--- src/rtl/median_window_fetch.sv ---
`default_nettype none
// ----------------------------------------------------------------------------
// median_window_fetch: reads a raster image word by word, keeps two rows in
// line buffers and streams 3-row word triplets through a 2-entry output FIFO.
// Rev 1.0
// ----------------------------------------------------------------------------
module median_window_fetch #(
  parameter int MEM_DATA_WIDTH = 32,
  parameter int ADDR_WIDTH     = 10,
  parameter int IMG_WORDS      = 4,
  parameter int IMG_ROWS       = 6
) (
  input  logic                      clk,
  input  logic                      rst,
  input  logic                      start,
  output logic                      busy,
  output logic                      done,
  output logic                      mem_rd_en,
  output logic [ADDR_WIDTH-1:0]     mem_raddr,
  input  logic [MEM_DATA_WIDTH-1:0] mem_rdata,
  output logic [MEM_DATA_WIDTH-1:0] word0,
  output logic [MEM_DATA_WIDTH-1:0] word1,
  output logic [MEM_DATA_WIDTH-1:0] word2,
  output logic                      out_valid,
  input  logic                      out_ready,
  output logic                      out_last_col,
  output logic                      out_last_row
);

  localparam int CW = (IMG_WORDS > 1) ? $clog2(IMG_WORDS) : 1;
  localparam int RW = $clog2(IMG_ROWS);
  localparam int DW = MEM_DATA_WIDTH;
  localparam int FW = 3 * DW + 2;

  localparam logic [1:0] S_IDLE   = 2'd0;
  localparam logic [1:0] S_PRIME  = 2'd1;
  localparam logic [1:0] S_STREAM = 2'd2;
  localparam logic [1:0] S_DRAIN  = 2'd3;

  localparam logic [CW-1:0] c_col_last = CW'(IMG_WORDS - 1);
  localparam logic [RW-1:0] c_row_last = RW'(IMG_ROWS - 1);

  logic [1:0]            r_state;
  logic [CW-1:0]         r_col;
  logic [RW-1:0]         r_row;
  logic [ADDR_WIDTH-1:0] r_addr;
  logic [ADDR_WIDTH-1:0] r_last_addr;
  logic                  r_pend;
  logic [CW-1:0]         r_pend_col;
  logic [RW-1:0]         r_pend_row;
  logic                  r_done;
  logic [DW-1:0]         r_lb0 [0:(1<<CW)-1];
  logic [DW-1:0]         r_lb1 [0:(1<<CW)-1];
  logic [FW-1:0]         r_fifo [0:1];
  logic                  r_rd_ptr;
  logic                  r_wr_ptr;
  logic [1:0]            r_count;

  logic          w_pop;
  logic          w_push;
  logic          w_room;
  logic          w_col_last;
  logic [2:0]    w_occ;
  logic [FW-1:0] w_head;

  assign w_pop      = out_valid & out_ready;
  assign w_push     = r_pend && (r_pend_row > RW'(1));
  assign w_col_last = (r_col == c_col_last);
  // Entries already held plus the one landing this cycle, minus the one leaving.
  assign w_occ      = 3'(r_count) + 3'(r_pend) - 3'(w_pop);
  assign w_room     = (w_occ < 3'd2);

  assign mem_rd_en  = (r_state == S_PRIME) || ((r_state == S_STREAM) && w_room);
  assign mem_raddr  = mem_rd_en ? r_addr : r_last_addr;

  assign busy         = (r_state != S_IDLE);
  assign done         = r_done;
  assign out_valid    = (r_count != 2'd0);
  assign w_head       = r_fifo[r_rd_ptr];
  assign word0        = w_head[FW-1 -: DW];
  assign word1        = w_head[FW-1-DW -: DW];
  assign word2        = w_head[FW-1-2*DW -: DW];
  assign out_last_col = w_head[1];
  assign out_last_row = w_head[0];

  always_ff @(posedge clk or posedge rst) begin
    if (rst) begin
      r_state     <= S_IDLE;
      r_col       <= '0;
      r_row       <= '0;
      r_addr      <= '0;
      r_last_addr <= '0;
      r_pend      <= 1'b0;
      r_pend_col  <= '0;
      r_pend_row  <= '0;
      r_done      <= 1'b0;
    end else begin
      r_done <= 1'b0;
      r_pend <= mem_rd_en;
      if (mem_rd_en) begin
        r_pend_col  <= r_col;
        r_pend_row  <= r_row;
        r_last_addr <= r_addr;
        r_addr      <= r_addr + ADDR_WIDTH'(1);
        if (w_col_last) begin
          r_col <= '0;
          r_row <= r_row + RW'(1);
        end else begin
          r_col <= r_col + CW'(1);
        end
      end
      case (r_state)
        S_IDLE: begin
          // A start coinciding with the done pulse is dropped.
          if (start && !r_done) begin
            r_state <= S_PRIME;
            r_col   <= '0;
            r_row   <= '0;
            r_addr  <= '0;
          end
        end
        S_PRIME: begin
          if (w_col_last && (r_row == RW'(1))) r_state <= S_STREAM;
        end
        S_STREAM: begin
          if (mem_rd_en && w_col_last && (r_row == c_row_last)) r_state <= S_DRAIN;
        end
        S_DRAIN: begin
          if (w_pop && out_last_col && out_last_row) begin
            r_state <= S_IDLE;
            r_done  <= 1'b1;
          end
        end
        default: r_state <= S_IDLE;
      endcase
    end
  end

  always_ff @(posedge clk or posedge rst) begin
    if (rst) begin
      r_fifo[0] <= '0;
      r_fifo[1] <= '0;
      r_rd_ptr  <= 1'b0;
      r_wr_ptr  <= 1'b0;
      r_count   <= 2'd0;
    end else begin
      if (w_push) begin
        r_fifo[r_wr_ptr] <= {r_lb0[r_pend_col], r_lb1[r_pend_col], mem_rdata,
                             r_pend_col == c_col_last, r_pend_row == c_row_last};
        r_wr_ptr <= ~r_wr_ptr;
      end
      if (w_pop) r_rd_ptr <= ~r_rd_ptr;
      r_count <= r_count + 2'(w_push) - 2'(w_pop);
    end
  end

  // Line buffers roll up one row on every return from row 2 onward.
  always_ff @(posedge clk) begin
    if (r_pend) begin
      if (r_pend_row == RW'(0)) begin
        r_lb0[r_pend_col] <= mem_rdata;
      end else if (r_pend_row == RW'(1)) begin
        r_lb1[r_pend_col] <= mem_rdata;
      end else begin
        r_lb0[r_pend_col] <= r_lb1[r_pend_col];
        r_lb1[r_pend_col] <= mem_rdata;
      end
    end
  end

endmodule
`default_nettype wire

--- config.mk ---
export PLATFORM = sky130hd
export DESIGN_NAME = median_window_fetch
export DESIGN_NICKNAME = d
export VERILOG_FILES = /design/src/rtl/median_window_fetch.sv
export SDC_FILE = /design/constraint.sdc
export NUM_CORES = 1
export LEC_CHECK = 0
export ABC_AREA = 1
export CAP_MARGIN = 0
export CORE_UTILIZATION = 50
export CTS_BUF_LIST = sky130_fd_sc_hd__clkbuf_4 sky130_fd_sc_hd__clkbuf_8
export DETAILED_ROUTE_END_ITERATION = 16
export PLACE_DENSITY = 0.67
export SETUP_SLACK_MARGIN = 0.3
export SLEW_MARGIN = 20
export SYNTH_ARGS = -nofsm -noshare
export SYNTH_HDL_FRONTEND = slang
export SYNTH_SLANG_ARGS = --single-unit
--- constraint.sdc ---
create_clock -name clk -period 24 [get_ports clk]
set_clock_uncertainty 0.2 [all_clocks]
set_input_delay 6 -clock clk [delete_from_list [all_inputs] [get_ports clk]]
set_output_delay 6 -clock clk [all_outputs]
set_load 0.1 [all_outputs]
### Word-level counts from Yosys, hierarchy flattened

Memories as Yosys holds them, arrays and structs flattened.
Index checks and enable logic that the tools add are counted.

| cells by class | value |
|---|---|
| add/subtract/negate cells | 7 |
| magnitude comparators | 5 |
| equality and inequality tests | 13 |
| multiplexer cells | 38 |
| bitwise operators | 7 |
| reductions and logical operators | 16 |

Operator list:

| kind | number |
|---|---|
| two-way mux 98 bit | 4 |
| bitwise mux 196 bit | 1 |
| demux 98 bit (select 1 bit) | 1 |
| two-way mux 32 bit | 2 |
| two-way mux 10 bit | 4 |
| two-way mux 2 bit | 8 |
| two-way mux 1 bit | 13 |
| two-way mux 3 bit | 4 |
| adder 10 x 1 -> 10 bit (second input constant) | 1 |
| logical AND 1 bit | 9 |
| equality test 2 bit (second input constant) | 4 |
| one-hot mux 2 bit (4 select lines) | 1 |
| equality test 3 x 1 -> 1 bit (second input constant) | 2 |
| equality test 3 bit (second input constant) | 2 |
| >= comparator 2 bit (second input constant) | 2 |
| inequality test 2 x 1 -> 1 bit (second input constant) | 2 |
| inequality test 2 bit (second input constant) | 2 |
| inverter 1 -> 2 bit | 2 |
| AND reduction 4 bit | 1 |
| nonzero test 2 bit | 2 |
| adder 2 x 1 -> 3 bit | 1 |
| adder 3 x 1 -> 3 bit (second input constant) | 1 |
| > comparator 3 x 1 -> 1 bit (second input constant) | 1 |
| logical NOT 3 bit | 1 |
| 13 further kinds | 15 |

| storage, ports and cells | value |
|---|---|
| register bits | 234 |
| memory bits (writable) | 256 |
| bits of input ports | 36 |
| output and inout bits | 112 |
| logic and storage cells | 102 |
| memories kept | 2 |

Memory list:

| name | depth | width | read ports | clocked after memory_dff | wr ports | line | RTL |
|---|---|---|---|---|---|---|---|
| r_lb0 | 4 | 32 | 1 | 0 | 1 | 52 | `logic [DW-1:0] r_lb0 [0:(1<<CW)-1];` |
| r_lb1 | 4 | 32 | 1 | 0 | 1 | 53 | `logic [DW-1:0] r_lb1 [0:(1<<CW)-1];` |

### Logic depth before layout (Yosys ltp)

| logic depth | value |
|---|---|
| depth after elaboration | 10 |
| gate-level depth with buffers | 15 |

### Least setup slack after synthesis

OpenSTA, ideal clock, no wires.

| timing path | value |
|---|---|
| path kind | in2out |
| start point | in out_ready |
| end point | out mem_raddr[3] |
| data arrival time | 9,590 ps |
| data required time | 17,800 ps |
| path slack | 8,210 ps |
| cell stages on the path | 13 |
| cells stage by stage | inv_1 nor2_2 nand2_1 o21ai_0 nand2_1 fa_1 nand2_1 inv_1 nand3_1 nand2_2 inv_2 buf_2 o21ai_0 |

| on the way | value |
|---|---|
| word-level cells in the longest chain between the ends | 6 |

Ends and longest elaborated chain:

| element | line | RTL |
|---|---|---|
| start, declared | 25 | `input logic out_ready,` |
| bitwise AND 1 bit | 66 | `assign w_pop = out_valid & out_ready;` |
| subtractor 3 x 1 -> 3 bit | 70 | `assign w_occ = 3'(r_count) + 3'(r_pend) - 3'(w_pop);` |
| < comparator 3 x 2 -> 1 bit | 71 | `assign w_room = (w_occ < 3'd2);` |
| logical AND 1 bit | 73 | `assign mem_rd_en = (r_state == S_PRIME) \|\| ((r_state == S_STREAM) && w_room);` |
| logical OR 1 bit | 73 |  |
| two-way mux 10 bit | - |  |
| end, declared | 19 | `output logic [ADDR_WIDTH-1:0] mem_raddr,` |

No other way between the ends.

### Worst setup path after layout

| timing path | value |
|---|---|
| start point | in out_ready |
| end point | out mem_raddr[9] |

The elaborated chain is that of the path after synthesis.

==> out/qor.yml <==
status:
  status: "complete, no violations"
logic_synthesis:
  synth_top_family_by_area: "simple AND/OR/NAND/NOR gates"
  seq_area_frac_synth: 0.670
  syn_inst: 1947
  synthSimpleGateAreaFrac: 0.187
  async_flop_share: 0.478
  synth_enable_flop_cells: 256
  syn_area_per_cell_um2: 10.4
  synth.cell_area_um2: 20200
  synth_compound_area_frac: 0.0798
  ys_seq_elements: 490
  ys_types: 34
  ys_warn_count: 0
  synth-adder-area-share: 0.00656
  synth_top_area_frac: 0.380
  synthMuxAreaShare: 0
  syn-num-nets: 1993
  yosys.area_share.xor_xnor: 0.00130
  synth_area_leaders: "edfxtp_1 (38%), dfrtp_1 (29%), nand2_1 (15%), o21ai_0 (3.5%), inv_1 (2.2%)"
  synth_ff_type: "edfxtp_1"
  synth_area_leader_cell: "edfxtp_1"
floorplan:
  die_w_um: 203
  core_um2: 39800
  die_area_um2: 41200
  die_y_um: 203
  start_util: 0.508
  io_pins: 148
  row_count: 73
setup_path:
  start_kind: "input port"
  r2r_slack_ns: 20.56
  rr_startpoint: "r_pend_col[1]"
  critPathKind: "in -> out"
  crit_required_ns: 17.80
  rr_worst_depth: 5
  arrival_ns: 9.88
  cp_max_fo: 28
  crit_path_end_kind: "output port"
  rr_endpoint: "r_lb0[0][30]"
place:
  place_congestion: 0.786
  dp.cells: 2537
  place_hpwl_mm: 30.8
  place.port_buffers: 147
routing:
  drcViolationCount: 0
  first_iter_violations: 993
  detail-route-antenna-nets: 0
  drt-pass1-iter-count: 5
  via_per_inst: 5.25
  wl_met2_mm: 24.7
  post_drt_wl_per_cell_um: 18.7
  via_count: 14118
  highest_layer: "met4"
  met1_length_mm: 21.1
  route.met3.wl_mm: 3.30
  wirelength_mm: 50.4
clock_network:
  clock_latency_ns: 0.63
  h-tree-depth: 3
  hold_buffers: 0
  ctsResizeCount: 0
  path_clk_slew_ns: 0.05
  cts_buffer_depth: 3
  cts_tree: "yes"
  cts_setup_buffers: 0
  cts_inserted_buffers: 81
  cts-root-buf: "clkbuf_8"
  clock_sinks: 490
final_layout:
  area_delta_synth_final_pct: 16.5
  finalNetCount: 2141
  final_util: 0.591
  fin_cells: 2687
  drive_gt1_frac: 0.103
sta:
  setup_tns_ns: 0
  setup_viol: 0
  hold_violations: 0
  finalCritPeriodShare: 0.670
  fmax_mhz: 62.2
  slew_viol_final: 0
  min_period_ns: 16.08
  tightestPinTransition_ns: 1.09
  slew_headroom: 0.266
  rsz0062_at_grt: "false"
global_routing:
  grt_start_max_net_pins: 109
  grt_pass1_vias: 13882
  antenna_found_initial: 1
  grt_pass1_wl_mm: 78.0
  grt.total_usage: 0.251
  grt_overflow_total: 0
hold_path:
  min_to: "r_fifo[98]"
  hold_path_startpoint: "r_fifo[98]"
  hold_depth: 2
  hold_path_class: "reg -> reg"
run:
  drv_cap: 0
[worst max-delay path by stage]
| stage | from | endpoint | slack (ns) | cells after the start |
|---|---|---|---|---|
| detailed placement | out_ready | mem_raddr[9] | 7.93 | 14 |
| global route | out_ready | mem_raddr[9] | 7.54 | 14 |
| floorplan | out_ready | mem_raddr[3] | 8.21 | 13 |
| finish | out_ready | mem_raddr[9] | 7.92 | 14 |
| CTS | out_ready | mem_raddr[9] | 7.91 | 14 |
| global placement | out_ready | mem_raddr[9] | 8.00 | 14 |
[synthesized netlist by cell type, types with 2 or more instances]
master / instances
nand2_1: 825
edfxtp_1: 256
dfrtp_1: 234
o21ai_0: 140
inv_1: 117
o21ai_1: 76
nand3_1: 49
buf_2: 39
a22oi_2: 27
nand4_1: 26
nor2_1: 26
buf_4: 22
buf_6: 19
clkbuf_1: 19
a22oi_1: 15
a21oi_1: 10
ha_1: 9
inv_2: 7
nand3_2: 7
nor2_2: 3
nor3_1: 3
inv_4: 2
nand2_2: 2
nand2_4: 2
o21bai_1: 2
xor2_1: 2
[worst max-delay path, cell delays in order]
cell	delay [ns]
clkdlybuf4s50_1	0.48
inv_1	0.06
nor2_2	0.18
nand2_1	0.09
o21ai_0	0.08
nand2_1	0.09
fa_1	0.52
nand2_1	0.05
inv_1	0.04
nand3_1	0.07
nand2_2	0.38
inv_2	0.30
o21ai_0	0.33
clkdlybuf4s50_1	1.19
[layer usage]
layer,track usage,up-vias
li1,-,6713
met1,0.330,6842
met2,0.421,481
met3,0.0408,82
met4,0.0897,0
met5,0,-
[metrics by stage]
step / worst slack (ns) / cell area (um^2) / hold slack (ns)
floorplan: 8.21 / 20200 / 0.242
global placement: 8.00 / 21900 / 0.254
detailed placement: 7.93 / 21900 / 0.264
CTS: 7.91 / 23500 / 0.276
global route: 7.54 / 23500 / 0.288
finish: 7.92 / 23500 / 0.274
[kinds of logic (layout without fill, tap and decap cells)]
logic type	count (synthesis)	count (layout)
simple gates	946	946
flops	490	490
compound gates	272	272
buf+inv	226	440
fa+ha+maj	10	10
xor+xnor	3	3
other cells	0	1
[flip-flops by register name (all words and copies together), names as in the netlist, 2 cells and up]
register and cells:
r_col 2, r_lb0 128, r_row 3, r_fifo 196, r_pend_row 3, r_count 2, r_state 2, r_last_addr 10
r_addr 10, r_lb1 128, r_pend_col 2
[layout make-up]
cell class              instances  area [um^2]
fillers                      3341        16300
inverters                     126          487
well taps                     525          657
multi-input cells            1231         5580
diodes                          1         2.50
repair buffers                165         1610
clock buffers                 129         1560
clock inverters                20          109
flip-flops and latches        490        13500
[cell usage in the layout, fill, tap and decap left out, types with 27 or more instances in the layout]
master / count
inv_1: 116
clkdlybuf4s50_1: 147
o21ai_0: 140
clkbuf_4: 35
nand2_1: 825
clkbuf_8: 94
nand3_1: 49
o21ai_1: 76
a22oi_2: 27
edfxtp_1: 256
dfrtp_1: 233
Power is left out: the tool's default activity adds up to more than one toggle a clock period on the data nets, which glitch-free logic cannot reach.
